==> src/rtl/pipe_stage_pkg.sv <==
// pipe_stage_pkg: shared types and constants for pipeline_stage_register.
//   stage_state_t : occupancy of the stage (EMPTY, ONE = main valid,
//                   FULL = main and skid valid)
//   PERF_CNT_W    : width of the optional performance counters
package pipe_stage_pkg;

  typedef enum logic [1:0] {
    EMPTY = 2'd0,
    ONE   = 2'd1,
    FULL  = 2'd2
  } stage_state_t;

  localparam int PERF_CNT_W = 32;

endpackage

==> src/rtl/pipe_slot.sv <==
// pipe_slot: one ctrl+data holding register of a pipeline stage.
//   clk     : clock
//   clr     : synchronous clear; ctrl goes to CTRL_CLR, data to zero
//   load    : capture ctrl_d/data_d on the next clock
//   ctrl_d  : control bundle to capture
//   data_d  : data bundle to capture
//   ctrl_q  : held control bundle
//   data_q  : held data bundle
module pipe_slot #(
  parameter int                CTRL_W   = 16,
  parameter int                DATA_W   = 175,
  parameter logic [CTRL_W-1:0] CTRL_CLR = '0
) (
  input  logic              clk,
  input  logic              clr,
  input  logic              load,
  input  logic [CTRL_W-1:0] ctrl_d,
  input  logic [DATA_W-1:0] data_d,
  output logic [CTRL_W-1:0] ctrl_q,
  output logic [DATA_W-1:0] data_q
);

  always_ff @(posedge clk) begin
    if (clr) begin
      ctrl_q <= CTRL_CLR;
      data_q <= '0;
    end else if (load) begin
      ctrl_q <= ctrl_d;
      data_q <= data_d;
    end
  end

endmodule

==> src/rtl/pipeline_stage_register.sv <==
// pipeline_stage_register: valid/ready pipeline stage with a two-entry skid
// buffer and hazard flush, used between the IF/ID/EX/MEM/WB stages.
//   clk, rst      : clock, synchronous active-high reset
//   flush         : kill every held entry (bubble inserted)
//   in_valid      : upstream offers ctrl_in/data_in
//   in_ready      : stage accepts this cycle
//   out_valid     : stage presents a valid instruction
//   out_ready     : downstream accepts; low stalls the stage
//   ctrl_out      : main control bundle, CTRL_BUBBLE whenever not valid
//   data_out      : main data bundle (keeps its last value when empty)
// Optional build macro PIPE_STAGE_PERF_EN adds saturating counters
//   stall_cycles  : cycles with out_valid & !out_ready
//   flush_count   : cycles with flush while the stage held something
//
// state | meaning
// EMPTY | nothing held, ctrl_out shows the bubble
// ONE   | main slot valid
// FULL  | main and skid valid, upstream is held off
module pipeline_stage_register
  import pipe_stage_pkg::*;
#(
  parameter int                CTRL_W      = 16,
  parameter int                DATA_W      = 175,
  parameter logic [CTRL_W-1:0] CTRL_BUBBLE = '0
) (
  input  logic                  clk,
  input  logic                  rst,
  input  logic                  flush,
  input  logic                  in_valid,
  output logic                  in_ready,
  input  logic [CTRL_W-1:0]     ctrl_in,
  input  logic [DATA_W-1:0]     data_in,
  output logic                  out_valid,
  input  logic                  out_ready,
`ifdef PIPE_STAGE_PERF_EN
  output logic [PERF_CNT_W-1:0] stall_cycles,
  output logic [PERF_CNT_W-1:0] flush_count,
`endif
  output logic [CTRL_W-1:0]     ctrl_out,
  output logic [DATA_W-1:0]     data_out
);

  stage_state_t state, state_nxt;

  logic              accept, drain;
  logic              main_load, skid_load, main_from_skid;
  logic [CTRL_W-1:0] main_ctrl, skid_ctrl, main_ctrl_d;
  logic [DATA_W-1:0] main_data, skid_data, main_data_d;

  always_ff @(posedge clk) begin
    if (rst) state <= EMPTY;
    else     state <= state_nxt;
  end

  always_comb begin
    state_nxt      = state;
    main_load      = 1'b0;
    skid_load      = 1'b0;
    main_from_skid = 1'b0;
    in_ready       = !rst && !flush && (state != FULL);
    out_valid      = !rst && (state != EMPTY);
    accept         = in_valid && in_ready;
    drain          = out_valid && out_ready;

    if (flush) begin
      // A concurrent drain is still honoured by the downstream handshake;
      // the slots are left untouched so data_out keeps its last value.
      state_nxt = EMPTY;
    end else begin
      unique case (state)
        EMPTY: begin
          if (accept) begin
            state_nxt = ONE;
            main_load = 1'b1;
          end
        end
        ONE: begin
          if (accept && !drain) begin
            state_nxt = FULL;
            skid_load = 1'b1;
          end else if (accept && drain) begin
            main_load = 1'b1;
          end else if (drain) begin
            state_nxt = EMPTY;
          end
        end
        FULL: begin
          if (drain) begin
            state_nxt      = ONE;
            main_load      = 1'b1;
            main_from_skid = 1'b1;
          end
        end
        default: state_nxt = EMPTY;
      endcase
    end

    ctrl_out = out_valid ? main_ctrl : CTRL_BUBBLE;
  end

  assign main_ctrl_d = main_from_skid ? skid_ctrl : ctrl_in;
  assign main_data_d = main_from_skid ? skid_data : data_in;
  assign data_out    = main_data;

  pipe_slot #(
    .CTRL_W  (CTRL_W),
    .DATA_W  (DATA_W),
    .CTRL_CLR(CTRL_BUBBLE)
  ) u_main (
    .clk   (clk),
    .clr   (rst),
    .load  (main_load),
    .ctrl_d(main_ctrl_d),
    .data_d(main_data_d),
    .ctrl_q(main_ctrl),
    .data_q(main_data)
  );

  pipe_slot #(
    .CTRL_W  (CTRL_W),
    .DATA_W  (DATA_W),
    .CTRL_CLR(CTRL_BUBBLE)
  ) u_skid (
    .clk   (clk),
    .clr   (rst),
    .load  (skid_load),
    .ctrl_d(ctrl_in),
    .data_d(data_in),
    .ctrl_q(skid_ctrl),
    .data_q(skid_data)
  );

`ifdef PIPE_STAGE_PERF_EN
  logic [PERF_CNT_W-1:0] stall_q, flush_q;

  always_ff @(posedge clk) begin
    if (rst) begin
      stall_q <= '0;
      flush_q <= '0;
    end else begin
      if (out_valid && !out_ready && (stall_q != '1))
        stall_q <= stall_q + PERF_CNT_W'(1);
      if (flush && (state != EMPTY) && (flush_q != '1))
        flush_q <= flush_q + PERF_CNT_W'(1);
    end
  end

  assign stall_cycles = stall_q;
  assign flush_count  = flush_q;
`endif

endmodule

==> config.mk <==
export PLATFORM = sky130hd
export DESIGN_NAME = pipeline_stage_register
export DESIGN_NICKNAME = d
export VERILOG_FILES = /design/src/rtl/pipe_stage_pkg.sv /design/src/rtl/pipe_slot.sv /design/src/rtl/pipeline_stage_register.sv
export SDC_FILE = /design/constraint.sdc
export NUM_CORES = 1
export LEC_CHECK = 0
export ABC_AREA = 1
export BUFFER_PORTS_ARGS = -buffer_cell sky130_fd_sc_hd__buf_2
export CELL_PAD_IN_SITES_DETAIL_PLACEMENT = 0
export CELL_PAD_IN_SITES_GLOBAL_PLACEMENT = 1
export CORE_UTILIZATION = 34
export DETAILED_ROUTE_END_ITERATION = 8
export GPL_TIMING_DRIVEN = 1
export PLACE_DENSITY = 0.85
export SLEW_MARGIN = 0
export SYNTH_ARGS = -nofsm -noshare
export SYNTH_HDL_FRONTEND = slang
export SYNTH_SLANG_ARGS = --single-unit
==> constraint.sdc <==
create_clock -name clk -period 1.5 [get_ports clk]
set_clock_uncertainty 0.2 [all_clocks]
set_input_delay 0.3 -clock clk [delete_from_list [all_inputs] [get_ports clk]]
set_output_delay 0.3 -clock clk [all_outputs]
set_load 0.01 [all_outputs]
Yosys cells after proc, flatten, opt, wreduce, memory -nomap -nowiden:

Cells that the tools add are included.

* flip-flop bits (word level): 384
* bits in latches: 0
* RAM bits: 0
* memory bits (read-only): 0
* input port bits: 196
* output and inout bits: 193
* logic and storage cells: 46
* memories kept: 0

* add/subtract/negate cells: 0
* multiply operators: 0
* div/mod/pow operators: 0
* magnitude comparators: 0
* equality and inequality tests: 7
* shift operators: 0
* mux-type cells: 20
* bitwise logic cells: 0
* reduce and logical (&&, ||, !) cells: 14

Operators by type and width (count)
* 175-bit 2-to-1 mux: 1
* 16-bit 2-to-1 mux: 2
* 1-bit 2-to-1 mux: 10
* 2-bit 2-to-1 mux: 5
* 1-bit logical AND: 7
* 2-bit != test, second input constant: 3
* 3-bit != test, second input constant: 2
* 2-bit one-hot mux with 3 select lines: 1
* 4-bit AND reduction: 1
* 1-bit logical NOT: 3
* 1-bit one-hot mux with 3 select lines: 1
* 2-bit by 1-bit == test with 1-bit output, second input constant: 1
* 2-bit == test, second input constant: 1
* 2-bit logical NOT: 1
* 2-bit nonzero test: 1
* 2-bit OR reduction: 1

Depth between registers and ports, before layout:

Gate-level depths: netlist of run 1.

* depth after elaboration: 9
* depth in mapped cells: 11
* depth with buffers taken out: 9

By module:

A second synthesis of run 1 with hierarchy kept.

* cell total of the unflattened synthesis: 3123
* area total of the unflattened synthesis: 19079.5 µm²

Modules (own cells, without submodules)
* pipe_slot: instances 2, cells each 1211, area an instance 8001.4 µm², sequential area each 3823.7 µm²
* pipeline_stage_register: instances 1, cells each 701, area an instance 3076.7 µm², sequential area each 40.0 µm²

Worst setup path after synthesis of run 1:

Ideal clock, no wire load.

* path kind: register -> register
* start point: register state[1]
* end point: register u_main.data_q[163]
* setup time: 113 ps
* arrival time: 1334 ps
* data required time: 1187 ps
* path slack: -147 ps
* stages on the path, launching flop included: 12
* path buffers: 2
* period minus slack after synthesis: 1647 ps
* cells stage by stage: dfxtp_1 > inv_2 > nand2_1 > nand2_2 > nor2_4 > nand2_1 > buf_2 > buf_2 > nand2_1 > nand2_1 > nor2_1 > nor2_1

* word-level cells in the longest chain between the ends: 8
* elaborated cells on any way between the ends: 21
* those cells by class: eq/ne (3); mux (9); reduce/logical (9)

RTL lines
* start: declaration: line pipeline_stage_register.sv:43 `stage_state_t state, state_nxt;`
* start signal: assignment: line pipeline_stage_register.sv:52 `else state <= state_nxt;`
* 2-bit != test or 2-bit nonzero test (tied branches): line pipeline_stage_register.sv:60, pipeline_stage_register.sv:61
* 1-bit logical AND (on tied branches): line pipeline_stage_register.sv:60, pipeline_stage_register.sv:61
* 1-bit logical AND (on tied branches): line pipeline_stage_register.sv:62, pipeline_stage_register.sv:63
* 1-bit logical AND or 1-bit logical NOT (tied branches): line pipeline_stage_register.sv:81, pipeline_stage_register.sv:78
* 1-bit 2-to-1 mux or 1-bit logical AND (tied branches): line pipeline_stage_register.sv:81, pipeline_stage_register.sv:78
* 1-bit 2-to-1 mux: line pipeline_stage_register.sv:78 `if (accept && !drain) begin`
* 1-bit one-hot mux with 3 select lines: line pipeline_stage_register.sv:70 `unique case (state)`
* 1-bit 2-to-1 mux: line pipeline_stage_register.sv:65 `if (flush) begin`
* end signal: assignment: line pipe_slot.sv:29 `data_q <= data_d;`
* end: declaration: line pipe_slot.sv:20 `output logic [DATA_W-1:0] data_q`

Parallel ways exist; a longest one is shown, timed or not.
A chain may end at the register's enable or synchronous reset.

Worst setup path after layout of run 1:

* start point: register state[1]
* end point: register u_skid.data_q[74]

* word-level cells in the longest chain between the ends: 8
* elaborated cells on any way between the ends: 12
* those cells by class: eq/ne (2); mux (3); reduce/logical (7)

RTL lines
* 2-bit nonzero test: line pipeline_stage_register.sv:61 `out_valid = !rst && (state != EMPTY);`
* 1-bit logical AND: line pipeline_stage_register.sv:61
* 1-bit logical AND: line pipeline_stage_register.sv:63 `drain = out_valid && out_ready;`
* 1-bit logical NOT: line pipeline_stage_register.sv:78
* 1-bit logical AND: line pipeline_stage_register.sv:78
* 1-bit 2-to-1 mux: line pipeline_stage_register.sv:78
* 1-bit 2-to-1 mux (*): line pipeline_stage_register.sv:70
* 1-bit 2-to-1 mux (*): line pipeline_stage_register.sv:65
* end signal: assignment: line pipe_slot.sv:29
* end: declaration: line pipe_slot.sv:20

Every way passes the cells marked *; elsewhere a longest branch is shown, timed or not.

==> results of run 1 <==
worst max-delay path by stage:
stage	startpoint	endpoint	slack, ps	depth (start not counted)
after floorplan	state[1]	u_main.ctrl_q[0]	-70	11
after global placement	flush	u_skid.data_q[88]	-540	8
after detailed placement	flush	u_skid.data_q[84]	-540	8
after CTS	state[0]	ctrl_out[14]	-580	6
after global routing	state[1]	u_main.data_q[92]	-680	13
final	state[1]	u_skid.data_q[74]	-630	12
cells in the mapped netlist:
| cell | count | area, um^2 |
|---|---|---|
| buf_4 | 10 | 75.1 |
| clkbuf_1 | 47 | 176 |
| buf_6 | 10 | 113 |
| nand4_1 | 1 | 6.26 |
| a21oi_1 | 3 | 15.0 |
| inv_1 | 20 | 75.1 |
| nand2_1 | 579 | 2170 |
| buf_1 | 1 | 3.75 |
| inv_2 | 4 | 15.0 |
| a31oi_1 | 1 | 6.26 |
| o21bai_1 | 191 | 1430 |
| nand2_2 | 1 | 6.26 |
| a211oi_1 | 1 | 7.51 |
| buf_2 | 143 | 716 |
| dfxtp_1 | 384 | 7690 |
| o21ai_0 | 192 | 961 |
| nor2_1 | 784 | 2940 |
| nand3_1 | 193 | 966 |
| nor2_4 | 1 | 11.3 |
routing by layer:
metal | vias to the layer above | part of all wire (%) | global-route usage, %
li1 | 9519 | - | -
met1 | 9563 | 41 | 32.7
met2 | 950 | 47 | 42.3
met3 | 187 | 8.0 | 5.58
met4 | 0 | 3.4 | 9.48
met5 | - | 0 | 0
stage by stage:
| step | hold slack, ps | instances | cell area (um^2) | total power, mW | util (%) |
|---|---|---|---|---|---|
| 2_1_floorplan | 235 | 2566 | 17500 | 11.7 | - |
| 3_3_place_gp | 279 | 3522 | 20600 | 12.5 | 40.9 |
| 3_5_place_dp | 288 | 3522 | 20600 | 12.5 | 40.9 |
| 4_1_cts | -88.1 | 3876 | 26300 | 24.0 | 52.4 |
| 5_1_grt | 39.7 | 3924 | 28300 | 24.9 | 56.3 |
| 6_report | 32.0 | 3924 | 28300 | 24.1 | 56.3 |
timing repair:
item / CTS / global route
hold buffers: 192 / 0
buffers inserted: 43 / 17
resized for setup: 215 / 440
hold endpoints to repair: 384 / 0
setup endpoints to repair: 575 / 577
cloned: 46 / 35
pin swaps: 52 / 243
state kept, by name, summed over array words and instances, names as in the netlist:
register / flops
u_main.ctrl_q: 16
u_skid.ctrl_q: 16
state: 2
u_main.data_q: 175
u_skid.data_q: 175
logic make-up after synthesis:
group                  after synthesis  synth area share [%]
AND/OR/NAND/NOR                   1559                  35.1
flip-flops                         384                  44.2
buffers and inverters              235                  6.75
AO/OA/AOI/OAI                      388                  13.9
layout by cell type (no fill, tap or decap), types with 60 or more instances in the layout:
master	Yosys	layout
buf_2	143	370
dlygate4sd3_1	0	191
nand2_1	579	427
o21ai_0	192	105
dfxtp_1	384	382
nand2_2	1	95
nor2_1	784	703
o21bai_1	191	191
nor2_2	0	60
nand3_1	193	166
clkbuf_16	0	71
power breakdown:
group / leakage (nW) / total, mW / switching, mW / internal (mW)
sequential: 3.11 / 10.5 / 0.123 / 10.4
combinational: 9.35 / 2.61 / 1.34 / 1.27
clock: 0.687 / 11.0 / 4.61 / 6.36
total: 13.1 / 24.1 / 6.07 / 18.0
final cells by class:
class,count,area (um^2),share of cell area (%)
Timing Repair inverter,1,16.3,0.0575
Clock inverter,16,205,0.725
Clock buffer,58,1210,4.29
Sequential cell,384,7690,27.2
Inverter,24,121,0.429
Timing Repair Buffer,811,8230,29.1
Antenna cell,7,17.5,0.0619
Multi-Input combinational cell,1951,9960,35.2
Tap cell,672,841,2.97
critical path, delay by kind of cell, from the launching register on:
kind	cells	cell delay, ps
buffers and inverters	6	750
AND/OR/NAND/NOR	5	470
flip-flops	1	370
AO/OA/AOI/OAI	1	210
==> results by group, run 1 <==
Yosys
  – Post-Syn Instances: 2566
  – Register area share after synthesis: 44.2%
  – Mapped Area: 0.0174 mm^2
  – Yosys cell types: 19
  – #FFs+latches synth: 384
  – Mapped Nets: 2762
  – Mean area per synthesized cell: 6.78 um^2
  – Ys Warns: 0

Routing
  – Via count: 20200
  – DR WL/cell: 19.2 um
  – Remaining antenna violation count: 0
  – Initial DRC count: 1972
  – Routed wire length: 75500 um
  – TritonRoute pass-1 iters: 6
  – Number of remaining DRC errors: 0
  – Vias per cell: 5.15

Critical path
  – CP max-delay cell: dfxtp_4
  – Worst Path Arrival: 2370 ps
  – Critical path's largest stage delay: 370 ps
  – R2R Setup Slk: -630 ps
  – Reg-to-reg startpoint: state[1]
  – Required @ worst endpoint: 1740 ps
  – CP Cell Sequence: inv_4 -> nand2_4 -> nand2_8 -> buf_6 -> nor2_4 -> buf_6 -> nor2_4 -> buf_12 -> clkbuf_16 -> buf_8 -> o21ai_0 -> nor2_1
  – R2R depth: 12
  – Worst-path fanout max: 7
  – Critical R2R Capture: u_skid.data_q[74]
  – Crit Path Class: flip-flop to flip-flop
  – CP Launch Type: flip-flop
  – CP Capture Type: flip-flop

Clock tree
  – CTS Buf Count: 44
  – Clock transition at path regs: 60 ps
  – CTS H-tree lvls: 2
  – Clock latency at the later pin of the worst-skew pair: 570 ps
  – Clock root cell: clkbuf_16
  – Clock sink total: 384
  – CTS tree: yes
  – Clk buf depth: 3

Pwr
  – Leak pwr: 13.1 nW
  – Max IR drop VDD: 0.838 mV
  – Power density over the cells: 853 mW/mm^2

Timing
  – Fin. max-slew vios: 0
  – # setup viols final: 572
  – Relative slew slack: 57.9%
  – Max Fclk: 0.469 GHz
  – Unrepaired setup endpoints after global routing: yes
  – Setup tns final: -204430 ps
  – Worst-Margin Slew: 631 ps
  – Hold Fails Final Rpt: 0
  – Final min period: 2130 ps
  – Final WS setup: -633 ps
  – Tcrit/Tclk final: 142%

Placement
  – Post-place setup slack: -544 ps
  – DP HPWL: 38000 um
  – RD Place Congestion: 0.824
  – Port-buffer cells: 388

Run
  – Max-capacitance violation count: 0

Global route
  – Pin count of the biggest net entering global routing: 95
  – Initial antenna violation count: 7
  – Vias in the first global route: 18900
  – First-pass GRT wire length: 107000 um
  – Total global-route track usage: 25.7%
  – Grt ovf: 0

Min path
  – Cell count of the worst hold path: 4
  – Worst Hold Launch: in_valid
  – Min-Delay Endpoint: state[1]
  – Worst hold path class: primary input to flip-flop

Floorplanning
  – Io pins: 389
  – Core area: 0.0503 mm^2
  – Die area: 0.0521 mm^2
  – Starting Density: 34.6%
  – Die Width: 228 um
  – Height of the chip: 228 um
  – Row count: 82

Status
  – Status: finished, violations left
  – Failing checks: negative setup slack

Cells and area
  – Fin nets: 3413
  – Layout cell share with drive strength beyond 1: 31.0%
  – Fillcell total: 4370
  – Area Overhead vs Synth: 62.7%
No activity file was read; power rests on OpenSTA's default activity.
==> inputs of run 2 (changes only) <==
--- a/config.mk
+++ b/config.mk
@@ -13,6 +13,7 @@
 export DETAILED_ROUTE_END_ITERATION = 8
 export GPL_TIMING_DRIVEN = 1
 export PLACE_DENSITY = 0.85
+export REMOVE_ABC_BUFFERS = 1
 export SLEW_MARGIN = 0
 export SYNTH_ARGS = -nofsm -noshare
 export SYNTH_HDL_FRONTEND = slang
==> results by group, run 2 (synthesis results as in run 1) <==
Floorplanning
  – Height of the chip: 228 um
  – Io pins: 389
  – Die Width: 228 um
  – Row count: 82
  – Die area: 0.0521 mm^2
  – Starting Density: 34.6%
  – Core area: 0.0503 mm^2

Global route
  – Grt ovf: 0
  – Vias in the first global route: 18300
  – First-pass GRT wire length: 97500 um
  – Initial antenna violation count: 3
  – Total global-route track usage: 22.9%
  – Pin count of the biggest net entering global routing: 146

Timing
  – Setup tns final: -197880 ps
  – Worst-Margin Slew: 702 ps
  – Relative slew slack: 53.2%
  – Hold WS: -15.4 ps
  – Final min period: 2060 ps
  – Hold Fails Final Rpt: 1
  – Fin. max-slew vios: 0
  – Tcrit/Tclk final: 138%
  – # setup viols final: 576
  – Final WS setup: -563 ps
  – Max Fclk: 0.485 GHz
  – Unrepaired setup endpoints after global routing: yes

Clock tree
  – Clock root cell: clkbuf_16
  – CTS H-tree lvls: 2
  – CTS tree: yes
  – Clock sink total: 384
  – Clock transition at path regs: 60 ps
  – Cts hold-fix bufs: 191
  – Clock latency at the later pin of the worst-skew pair: 570 ps
  – Clk buf depth: 3
  – CTS Buf Count: 45

Pwr
  – Cell internal pwr: 17.7 mW
  – Power, Total: 23.5 mW
  – Comb pwr share: 10.2%
  – Leak pwr: 12.5 nW
  – Flop pwr share: 44.8%
  – Power density over the cells: 898 mW/mm^2
  – Switching Fraction: 24.8%
  – Max IR drop VDD: 0.743 mV
  – Clock network power share: 45.0%
  – Psw: 5.82 mW

Routing
  – Initial DRC count: 1438
  – Via count: 19400
  – DR WL/cell: 17.8 um
  – Vias per cell: 5.03
  – Remaining antenna violation count: 0
  – Routed wire length: 68500 um
  – Number of remaining DRC errors: 0
  – TritonRoute pass-1 iters: 6

Status
  – Status: finished, violations left
  – Failing checks: negative hold slack, negative setup slack

Cells and area
  – Most frequent cells in the layout: nor2_1 (711), nand2_1 (493), dfxtp_1 (382), buf_2 (372), dlygate4sd3_1 (191)
  – Commonest non-fill, non-tap cell in the layout: nor2_1
  – Multi-input gate area: 0.00935 mm^2
  – Layout cell share with drive strength beyond 1: 26.0%
  – Area Overhead vs Synth: 50.6%
  – Largest registers: u_main.data_q x175, u_skid.data_q x175
  – Cell area after layout: 0.0262 mm^2
  – Fin nets: 3346
  – Non-Filler Instances: 3853
  – Fillcell total: 4725
  – Final Util: 52.1%
  – Sequential standard cell area: 0.00769 mm^2

Critical path
  – Worst-path fanout max: 33
  – Required @ worst endpoint: 1760 ps
  – CP Launch Type: flip-flop
  – Worst Path Arrival: 2330 ps
  – R2R depth: 10
  – CP Capture Type: flip-flop
  – Crit Path Class: flip-flop to flip-flop

Placement
  – Placed cells: 3508
  – DP HPWL: 35500 um
  – Instance area at placement: 0.0202 mm^2
  – Post-place setup slack: -554 ps
  – Port-buffer cells: 388
  – RD Place Congestion: 0.814

Min path
  – Worst hold path class: primary input to flip-flop
  – Cell count of the worst hold path: 4

Run
  – Max-capacitance violation count: 0
-- run 2: changes by cell type in the layout (fill, tap and decap cells not counted), moves of 20 or more --
cell,change
nand2_4,-35
nand2_1,+66
buf_12,-27
o21ai_2,-39
nand2_2,-29
o21ai_0,+67
o21ai_1,-27
buf_6,-25
buf_4,+20
-- run 2: timing repair --
action | 4_1_cts | 5_1_grt
endpoints found under the hold margin | 384 | 1
gates resized for setup | 118 | 224
setup endpoints to repair | 576 | 577
pin swaps | 39 | 254
buffers inserted | 16 | 9
cloned | 19 | 33
-- run 2: power by group through the flow --
stage	Combinational (mW)	Sequential, mW	Clock, mW
after floorplan	0.848	10.8	0
after global routing	2.59	10.6	11.1
after detailed placement	1.74	10.8	0
after global placement	1.71	10.8	0
after CTS	2.21	10.5	10.8
final	2.39	10.5	10.6
-- run 2: critical path: stages, from the launching register on --
cell and delay (ps):
dfxtp_2 320, inv_2 70, buf_4 110, buf_4 100
nand4_1 200, nor2_4 250, buf_12 180, inv_16 80
clkbuf_16 220, nor2_1 130, nor2_1 50
-- run 2: area by class of cell --
type                       count  share of cell area (%)
tap                          672                    3.21
clock inverter                11                   0.210
multi-input combinational   1947                    35.7
antenna                        2                  0.0191
clock buffer                  65                    5.08
inverter                      24                   0.435
sequential                   384                    29.4
timing repair buffer         748                    26.0
-- run 2: final timing paths --
| kind | start | end | slack [ps] |
|---|---|---|---|
| min | in_valid | state[0] | -20 |
| max reg2reg | state[1] | u_skid.data_q[28] | -560 |
| max | state[1] | u_skid.data_q[28] | -560 |
| min reg2reg | u_skid.ctrl_q[6] | u_skid.ctrl_q[6] | 310 |
-- run 2: metal layers --
metal | vias to the layer above | GRT usage [%] | wire length [um]
met2 | 752 | 37.7 | 31800
met3 | 136 | 3.69 | 4560
met4 | 0 | 9.67 | 2100
met1 | 9138 | 29.6 | 30100
li1 | 9345 | - | -
met5 | - | 0 | 0
